[src/rtl/bitty_ctrl_pkg.sv]
// Bitty control unit package: state encodings, instruction format codes and
// the format classification shared by the control FSM.
package bitty_ctrl_pkg;

    // FSM state encoding (binary, legacy-compatible constants)
    localparam logic [2:0] ST_IDLE = 3'd0;
    localparam logic [2:0] ST_LOAD = 3'd1;
    localparam logic [2:0] ST_EXEC = 3'd2;
    localparam logic [2:0] ST_WB   = 3'd3;
    localparam logic [2:0] ST_DONE = 3'd4;

    // Instruction format field values (ir[1:0])
    localparam logic [1:0] FMT_REG  = 2'b00;
    localparam logic [1:0] FMT_IMM  = 2'b01;
    localparam logic [1:0] FMT_TEST = 2'b10;
    localparam logic [1:0] FMT_ILL  = 2'b11;

    // What a format means for sequencing: write Rx back, use the immediate, flag illegal
    typedef struct packed {
        logic wb;
        logic imm;
        logic ill;
    } fmt_class_t;

    // Width of the immediate field sitting between Rx and the ALU opcode
    function automatic int imm_width(input int instr_w, input int reg_w, input int alu_w);
        return instr_w - reg_w - alu_w - 2;
    endfunction

    // Classify a format; imm_en says whether reg-imm is built in
    function automatic fmt_class_t classify_fmt(input logic [1:0] fmt, input logic imm_en);
        fmt_class_t c;
        c.imm = (fmt == FMT_IMM) && imm_en;
        c.wb  = (fmt == FMT_REG) || c.imm;
        c.ill = (fmt == FMT_ILL) || ((fmt == FMT_IMM) && !imm_en);
        return c;
    endfunction

endpackage

[src/rtl/bitty_ctrl_if.sv]
// Bitty control bus: run/instruction handshake in, datapath controls out.
// master = instruction source / datapath side, slave = control FSM.
interface bitty_ctrl_if
    import bitty_ctrl_pkg::*;
#(
    parameter int INSTR_W    = 16,
    parameter int REG_ADDR_W = 3,
    parameter int ALU_SEL_W  = 3
);
    localparam int NUM_REGS = 2 ** REG_ADDR_W;
    localparam int IMM_W    = imm_width(INSTR_W, REG_ADDR_W, ALU_SEL_W);

    logic                  run;
    logic [INSTR_W-1:0]    instruction;
    logic [ALU_SEL_W-1:0]  alu_sel;
    logic [REG_ADDR_W-1:0] mux_sel;
    logic                  imm_sel;
    logic [IMM_W-1:0]      imm_value;
    logic [NUM_REGS-1:0]   reg_en;
    logic                  en_i;
    logic                  en_s;
    logic                  en_c;
    logic                  busy;
    logic                  done;
    logic                  illegal;

    modport master (
        output run, instruction,
        input  alu_sel, mux_sel, imm_sel, imm_value, reg_en,
               en_i, en_s, en_c, busy, done, illegal
    );

    modport slave (
        input  run, instruction,
        output alu_sel, mux_sel, imm_sel, imm_value, reg_en,
               en_i, en_s, en_c, busy, done, illegal
    );

endinterface

[src/rtl/bitty_ctrl_fsm_onehot_dec.sv]
// Register-enable decoder: index plus enable to a one-hot write-enable vector.
module bitty_onehot_dec #(
    parameter int W = 3
) (
    input  logic [W-1:0]        i_idx,
    input  logic                i_en,
    output logic [(1<<W)-1:0]   o_onehot
);

    // Exactly one bit set when enabled, none otherwise
    always_comb begin
        o_onehot = '0;
        if (i_en) begin
            o_onehot[i_idx] = 1'b1;
        end
    end

endmodule

[src/rtl/bitty_ctrl_fsm.sv]
// Bitty multi-cycle control unit: IDLE -> LOAD -> EXEC -> WB -> DONE.
// Latches one instruction per run handshake and drives the datapath enables.
// Optional feature macro: BITTY_IMM_EN (format 01 executes as reg-imm;
// when undefined, format 01 is flagged illegal and imm_sel stays 0).
module bitty_ctrl_fsm
    import bitty_ctrl_pkg::*;
#(
    parameter int INSTR_W    = 16,
    parameter int REG_ADDR_W = 3,
    parameter int ALU_SEL_W  = 3
) (
    input  logic        clk,
    input  logic        rst,
    bitty_ctrl_if.slave bus
);

    localparam int NUM_REGS = 2 ** REG_ADDR_W;
    localparam int IMM_W    = imm_width(INSTR_W, REG_ADDR_W, ALU_SEL_W);

`ifdef BITTY_IMM_EN
    localparam logic IMM_EN = 1'b1;
`else
    localparam logic IMM_EN = 1'b0;
`endif

    logic [2:0]            r_state;
    logic [2:0]            w_state_nxt;
    logic [INSTR_W-1:0]    r_ir;

    logic [REG_ADDR_W-1:0] w_rx;
    logic [REG_ADDR_W-1:0] w_ry;
    logic [ALU_SEL_W-1:0]  w_alu;
    logic [1:0]            w_fmt;
    logic [IMM_W-1:0]      w_imm;
    fmt_class_t            w_cls;
    logic                  w_wr_en;
    logic [NUM_REGS-1:0]   w_reg_en;

    // Field decode of the latched instruction (Ry and imm overlap by design)
    assign w_rx  = r_ir[INSTR_W-1 -: REG_ADDR_W];
    assign w_ry  = r_ir[INSTR_W-REG_ADDR_W-1 -: REG_ADDR_W];
    assign w_imm = r_ir[INSTR_W-REG_ADDR_W-1 : ALU_SEL_W+2];
    assign w_alu = r_ir[ALU_SEL_W+1:2];
    assign w_fmt = r_ir[1:0];
    assign w_cls = classify_fmt(w_fmt, IMM_EN);

    // Next-state sequencing; run only matters in IDLE
    always_comb begin
        w_state_nxt = r_state;
        case (r_state)
            ST_IDLE: if (bus.run) w_state_nxt = ST_LOAD;
            ST_LOAD: w_state_nxt = ST_EXEC;
            ST_EXEC: w_state_nxt = ST_WB;
            ST_WB:   w_state_nxt = ST_DONE;
            ST_DONE: w_state_nxt = ST_IDLE;
            default: w_state_nxt = ST_IDLE;
        endcase
    end

    // State and instruction register; ir loads on the accepting edge only
    always_ff @(posedge clk or posedge rst) begin
        if (rst) begin
            r_state <= ST_IDLE;
            r_ir    <= '0;
        end else begin
            r_state <= w_state_nxt;
            if (r_state == ST_IDLE && bus.run) begin
                r_ir <= bus.instruction;
            end
        end
    end

    // Write-back enable; gating with rst keeps an aborted op from pulsing reg_en
    assign w_wr_en = (r_state == ST_WB) && w_cls.wb && !rst;

    bitty_onehot_dec #(
        .W (REG_ADDR_W)
    ) u_dec (
        .i_idx    (w_rx),
        .i_en     (w_wr_en),
        .o_onehot (w_reg_en)
    );

    assign bus.reg_en    = w_reg_en;
    assign bus.imm_value = w_imm;

    // Per-state datapath controls; everything is 0 outside its own state and during reset
    always_comb begin
        bus.alu_sel = '0;
        bus.mux_sel = '0;
        bus.imm_sel = 1'b0;
        bus.en_i    = 1'b0;
        bus.en_s    = 1'b0;
        bus.en_c    = 1'b0;
        bus.busy    = 1'b0;
        bus.done    = 1'b0;
        bus.illegal = 1'b0;
        if (!rst) begin
            bus.busy = (r_state != ST_IDLE);
            case (r_state)
                ST_IDLE: begin
                    bus.en_i = bus.run;
                end
                ST_LOAD: begin
                    bus.en_s    = 1'b1;
                    bus.mux_sel = w_rx;
                end
                ST_EXEC: begin
                    bus.en_c    = 1'b1;
                    bus.alu_sel = w_alu;
                    if (w_cls.imm) begin
                        bus.imm_sel = 1'b1;
                        bus.mux_sel = '0;
                    end else begin
                        bus.mux_sel = w_ry;
                    end
                end
                ST_DONE: begin
                    bus.done    = 1'b1;
                    bus.illegal = w_cls.ill;
                end
                default: begin
                end
            endcase
        end
    end

endmodule

[src/flat_wrapper.sv]
// flat-port wrapper written by rule: the top's interface ports become plain ports
module bitty_ctrl_fsm_flat import bitty_ctrl_pkg::*;
#(
    parameter int INSTR_W    = 16,
    parameter int REG_ADDR_W = 3,
    parameter int ALU_SEL_W  = 3
)
  (clk, rst, bus_run, bus_instruction, bus_alu_sel, bus_mux_sel, bus_imm_sel, bus_imm_value, bus_reg_en, bus_en_i, bus_en_s, bus_en_c, bus_busy, bus_done, bus_illegal);
  bitty_ctrl_if #(.INSTR_W(INSTR_W), .REG_ADDR_W(REG_ADDR_W), .ALU_SEL_W(ALU_SEL_W)) bus_i ();
  input  logic clk;
  input  logic rst;
  input wire logic [$bits(bus_i.run)-1:0] bus_run;
  input wire logic [$bits(bus_i.instruction)-1:0] bus_instruction;
  output wire logic [$bits(bus_i.alu_sel)-1:0] bus_alu_sel;
  output wire logic [$bits(bus_i.mux_sel)-1:0] bus_mux_sel;
  output wire logic [$bits(bus_i.imm_sel)-1:0] bus_imm_sel;
  output wire logic [$bits(bus_i.imm_value)-1:0] bus_imm_value;
  output wire logic [$bits(bus_i.reg_en)-1:0] bus_reg_en;
  output wire logic [$bits(bus_i.en_i)-1:0] bus_en_i;
  output wire logic [$bits(bus_i.en_s)-1:0] bus_en_s;
  output wire logic [$bits(bus_i.en_c)-1:0] bus_en_c;
  output wire logic [$bits(bus_i.busy)-1:0] bus_busy;
  output wire logic [$bits(bus_i.done)-1:0] bus_done;
  output wire logic [$bits(bus_i.illegal)-1:0] bus_illegal;
  assign bus_i.run = bus_run;
  assign bus_i.instruction = bus_instruction;
  assign bus_alu_sel = bus_i.alu_sel;
  assign bus_mux_sel = bus_i.mux_sel;
  assign bus_imm_sel = bus_i.imm_sel;
  assign bus_imm_value = bus_i.imm_value;
  assign bus_reg_en = bus_i.reg_en;
  assign bus_en_i = bus_i.en_i;
  assign bus_en_s = bus_i.en_s;
  assign bus_en_c = bus_i.en_c;
  assign bus_busy = bus_i.busy;
  assign bus_done = bus_i.done;
  assign bus_illegal = bus_i.illegal;
  bitty_ctrl_fsm #(.INSTR_W(INSTR_W), .REG_ADDR_W(REG_ADDR_W), .ALU_SEL_W(ALU_SEL_W)) u_core (.clk(clk), .rst(rst), .bus(bus_i));
endmodule
[config.mk]
export PLATFORM = sky130hd
export DESIGN_NAME = bitty_ctrl_fsm_flat
export DESIGN_NICKNAME = d
export VERILOG_FILES = /design/src/rtl/bitty_ctrl_pkg.sv /design/src/rtl/bitty_ctrl_if.sv /design/src/rtl/bitty_ctrl_fsm_onehot_dec.sv /design/src/rtl/bitty_ctrl_fsm.sv /design/src/flat_wrapper.sv
export SDC_FILE = /design/constraint.sdc
export NUM_CORES = 1
export LEC_CHECK = 0
export BUFFER_PORTS_ARGS = -buffer_cell sky130_fd_sc_hd__buf_4
export CORE_UTILIZATION = 45
export DETAILED_ROUTE_END_ITERATION = 8
export PLACE_DENSITY = 0.75
export SYNTH_ARGS = -nofsm -noshare
export SYNTH_HDL_FRONTEND = slang
export SYNTH_SLANG_ARGS = --single-unit
[constraint.sdc]
create_clock -name clk -period 2.36 [get_ports clk]
set_input_delay 0.59 -clock clk [delete_from_list [all_inputs] [get_ports clk]]
set_output_delay 0.59 -clock clk [all_outputs]
set_load 0.02 [all_outputs]
## Word-level counts from Yosys, hierarchy flattened

Cells that the tools add are included.

- Bits of input ports: 19
- Bits in registers: 19
- Logic and storage cells: 40
- Output and inout bits: 29

- $lt $le $gt $ge: 2
- Equality and inequality tests: 7
- Reductions and logical operators: 9
- Muxes and demuxes: 20

Operators with widths:

| cell | number |
|---|---|
| $mux W1 | 12 |
| $mux W3 | 4 |
| $pmux W3 S4 | 1 |
| $mux W8 | 1 |
| $eq A3 B2 Y1 const B | 2 |
| $pmux W3 S2 | 1 |
| $logic_and A1 B1 Y1 | 4 |
| $lt A3 B4 Y1 const B | 1 |
| $demux W1 S3 | 1 |
| $eq A3 B1 Y1 const B | 1 |
| $eq A3 B3 Y1 const B | 1 |
| $ge A3 B1 Y1 const B | 1 |
| $logic_not A3 Y1 | 1 |
| $reduce_bool A3 Y1 | 1 |
| $eq A2 B1 Y1 const B | 1 |
| $eq A2 B2 Y1 const B | 1 |
| $logic_not A2 Y1 | 1 |
| $ne A2 B2 Y1 const B | 1 |
| $logic_not A1 Y1 | 1 |
| $logic_or A1 B1 Y1 | 1 |

## Longest topological paths before layout

- Depth in word-level cells: 5
- Gate-level depth with buffers: 4
- Gate-level depth less buffers: 2

## Hierarchy

From an unflattened synthesis, not the netlist that was laid out.

- Cell total of the unflattened synthesis: 90
- Area total of the unflattened synthesis: 1052.3 sq um

By module, submodules not included:

| module | times used | area an instance (sq um) | cells an instance | seq. area each (sq um) |
|---|---|---|---|---|
| bitty_ctrl_fsm | 1 | 957.2 | 82 | 475.5 |
| bitty_onehot_dec | 1 | 95.1 | 8 | 0.0 |

## Worst setup path before layout

Ideal clock, no wire load.

- Kind: input port to output port
- Start point: input rst
- End point: output bus_mux_sel[0]
- Arrival time: 1.930 ns
- Buffers on the path: 0
- Cell stages on the path: 2
- Data required time: 1.770 ns
- Setup slack: -0.160 ns
- Path through: nor4b_1 a22o_1

- Word-level cells in the longest chain between the ends: 1

Ends and longest elaborated chain:

| element | RTL line | RTL |
|---|---|---|
| start, declared | flat_wrapper.sv:11 | `input logic rst;` |
| $mux W3 | bitty_ctrl_fsm.sv:98 | `if (!rst) begin` |
| end, declared | flat_wrapper.sv:15 | `output wire logic [$bits(bus_i.mux_sel)-1:0] bus_mux_sel;` |

Every way passes these cells.

## Worst setup path in the final report

- Start point: register u_core.r_state[2]
- End point: output bus_mux_sel[2]

- Word-level cells in the longest chain between the ends: 3
- Elaborated cells between the ends (all ways): 4
- Classes of those cells: eq/ne (2); mux (2)

Ends and longest elaborated chain:

| element | RTL line | RTL |
|---|---|---|
| start, declared | bitty_ctrl_fsm.sv:26 | `logic [2:0] r_state;` |
| start signal, assigned | bitty_ctrl_fsm.sv:66 | `r_state <= w_state_nxt;` |
| $eq A3 B2 Y1 or $eq A3 B1 Y1 (tied branches) | bitty_ctrl_fsm.sv:100 | `case (r_state)` |
| $pmux W3 S2 * | bitty_ctrl_fsm.sv:100 |  |
| $mux W3 * | bitty_ctrl_fsm.sv:98 |  |

Every way passes the cells marked *; elsewhere a longest branch is shown, timed or not.

==> summary.md <==
| Metric | Value |
|---|---|
| GRT Overall Usage | 17.4% |
| Per-cell routed wire length | 13.1 um |
| Multi-input logic area | 478 um^2 |
| Most frequent cells in the layout | 50 x buf_4, 17 x dfrtp_1, 9 x mux2_4, 8 x nor3_1, 7 x mux2_2 |
| Vias in the first global route | 714 |
| Status | completed |
| DIE WIDTH | 50.2 um |
| Power Density | 1230 mW/mm^2 |
| Flop pwr share | 40.3% |
| Crit path time final | 2.21 ns |
| Gr ovfl total | 0 |
| # IOs | 48 |
| # diodes | 0 |
| Fin cells | 152 |
| Post-synth cell types | 24 |
| Worst hold path type | primary input to async pin |
| Initial Util | 47.7% |
| Fin. max-slew vios | 0 |
| First DRT Iteration DRCs | 8 |
| PortBufs | 46 |
| Via count | 766 |
| Final period utilization | 93.8% |
| CORE AREA | 0.00219 mm^2 |
| Drc violations | 0 |
| Crit Path Class | flip-flop to output port |
| Wirelength, routed | 1990 um |
| Mapped Avg Cell Area | 12.4 um^2 |
| Worst skew pair latency | 0.28 ns |
| Sw frac | 38.4% |
| YS warnings | 0 |
| Setup violations, final | 0 |
| Comb power frac | 50.7% |
| Area delta synth->final | 33.7% |
| DRT Pass-1 Iters | 4 |
| TritonCTS clock tree | done |
| # clock sinks | 19 |
| H-tree lvl count | 1 |
| RSZ-0062 raised after global routing | false |
| Largest net degree at the start of global routing | 20 |
| Via/cell ratio | 5.04 |
| Smallest setup slack after layout | 0.145 ns |
| TritonCTS buffer count | 3 |
| Data arrival, critical path | 1.62 ns |
| # fillers | 180 |
| Cells after Synth | 84 |
| Initial antenna violation count | 0 |
| RePlAce Congestion | 0.762 |
| Post-synthesis net count | 103 |
| Rows | 17 |
| Dpl cell area | 0.00135 mm^2 |
| Fmax | 452 MHz |
| Final Core Density | 63.7% |
| Switching power | 659 uW |
| WP data required | 1.77 ns |
| Post-Route Setup TNS | 0 ns |
| Die Area | 0.00252 mm^2 |
| P_int | 1.06 mW |
| Layout cells sized above 1 | 61.3% |
| Nets | 144 |
| Commonest non-fill, non-tap cell in the layout | buf_4 |
| Post-Syn Area | 0.00104 mm^2 |
| Final Hold Fails | 0 |
| Worst Skew | 0.00306 ns |
| Max_cap viols | 0 |
| Deepest clock path buffer count | 2 |
| Number of nets still failing antenna checks after routing | 0 |
| Max FO, Critical Path | 9 |
| Clock power frac | 9.0% |
| First-pass GRT wire length | 3350 um |
| Root Buffer | clkbuf_4 |
| Post-CTS Hold Buffers | 0 |
| Die height | 50.2 um |
| Dpl cells | 148 |
| DP HPWL | 1520 um |
| Sequential-to-total area share from yosys stat | 45.5% |
| Register bit total from synthesis | 19 |
| Setup repair bufs after CTS | 0 |
| Total area of sequential cells | 478 um^2 |
| Dpl ws | 0.137 ns |
| Maximum vdd drop | 0.837 mV |
| Clock slew at reported path FFs | 0.10 ns |
| Startpoint Class | flip-flop |
| Leak | 0.663 nW |
| Finished Cell Area | 0.00140 mm^2 |
| Crit path capture type | output port |
-- cell usage after synthesis --
| master | count | share of area, % |
|---|---|---|
| dfrtp_1 | 19 | 46 |
| buf_4 | 9 | 6.5 |
| mux2_4 | 9 | 13 |
| nor3_1 | 8 | 3.8 |
| mux2_2 | 7 | 7.5 |
| and2_1 | 5 | 3.0 |
| a22o_1 | 3 | 2.5 |
| buf_6 | 3 | 3.2 |
| nor2_1 | 3 | 1.1 |
| nand2b_1 | 2 | 1.2 |
| nor4_1 | 2 | 1.2 |
| nor4b_1 | 2 | 1.7 |
| and3b_1 | 1 | 0.84 |
| buf_2 | 1 | 0.48 |
| clkbuf_1 | 1 | 0.36 |
| conb_1 | 1 | 0.36 |
| inv_1 | 1 | 0.36 |
| nand2_1 | 1 | 0.36 |
| nand4bb_1 | 1 | 1.1 |
| nor4b_2 | 1 | 1.4 |
| nor4b_4 | 1 | 2.3 |
| or3_1 | 1 | 0.60 |
| or3b_2 | 1 | 0.84 |
| xnor2_1 | 1 | 0.84 |
-- power groups by stage --
stage | clock (mW) | sequential (mW) | combinational, mW
after floorplan | 0 | 0.581 | 0.798
after global placement | 0 | 0.675 | 0.852
after detailed placement | 0 | 0.685 | 0.870
after CTS | 0.165 | 0.680 | 0.870
after global routing | 0.179 | 0.725 | 0.931
final | 0.155 | 0.691 | 0.870
-- per-layer routing --
layer,track usage [%],share of wire [%],routed length [um]
met1,25.2,47,932
met2,26.0,48,950
met3,3.94,5.4,107
met4,4.29,0,0
met5,0,0,0
-- worst paths after layout --
| path | start | to | slack [ns] | depth (start not counted) |
|---|---|---|---|---|
| max | u_core.r_state[2] | bus_mux_sel[2] | 0.15 | 3 |
| min in group clk | u_core.r_ir[3] | u_core.r_ir[3] | 0.51 | 1 |
| min | rst | u_core.r_state[2] | 0.38 | 3 |
| min reg2reg | u_core.r_ir[3] | u_core.r_ir[3] | 0.51 | 1 |
| max in group asynchronous | rst | u_core.r_state[1] | 1.77 | 3 |
| max reg2reg | u_core.r_state[2] | u_core.r_ir[11] | 0.72 | 3 |
-- state kept, by name, indices dropped and copies added, names as in the netlist --
name            count
u_core.r_ir        16
u_core.r_state      3
-- logic make-up after synthesis --
| kind of cell | share of synthesized area (%) |
|---|---|
| DFF | 45.5 |
| xor gates and xnor gates | 0.838 |
| AOI/OAI and AO/OA | 2.52 |
| muxes | 20.5 |
| buffers and inverters | 10.9 |
| other | 0.359 |
| and+or+nand+nor | 19.4 |
-- critical path, cell delays in order, from the launching register on --
cell,delay [ns]
dfrtp_1,0.51
nor4b_2,0.50
a22o_1,0.20
buf_4,0.13
-- repair_timing --
| action | in CTS | in global routing |
|---|---|---|
| resized for setup | 0 | 4 |
| endpoints found under the setup margin | 0 | 8 |
| endpoints found under the hold margin | 0 | 0 |
-- cell type report --
cell class	instances	share of cell area, %
inverters	1	0.269
multi-input cells	50	34.2
clock buffers	4	1.88
well taps	28	2.51
flip-flops and latches	19	34.2
repair buffers	50	26.9
-- metrics by stage --
stage	hold WS [ns]	power [mW]
final	0.377	1.72
after global routing	0.392	1.83
after CTS	0.375	1.71
after detailed placement	0.492	1.55
after global placement	0.491	1.53
after floorplan	0.473	1.38
Power figures use the tool's default switching activity.
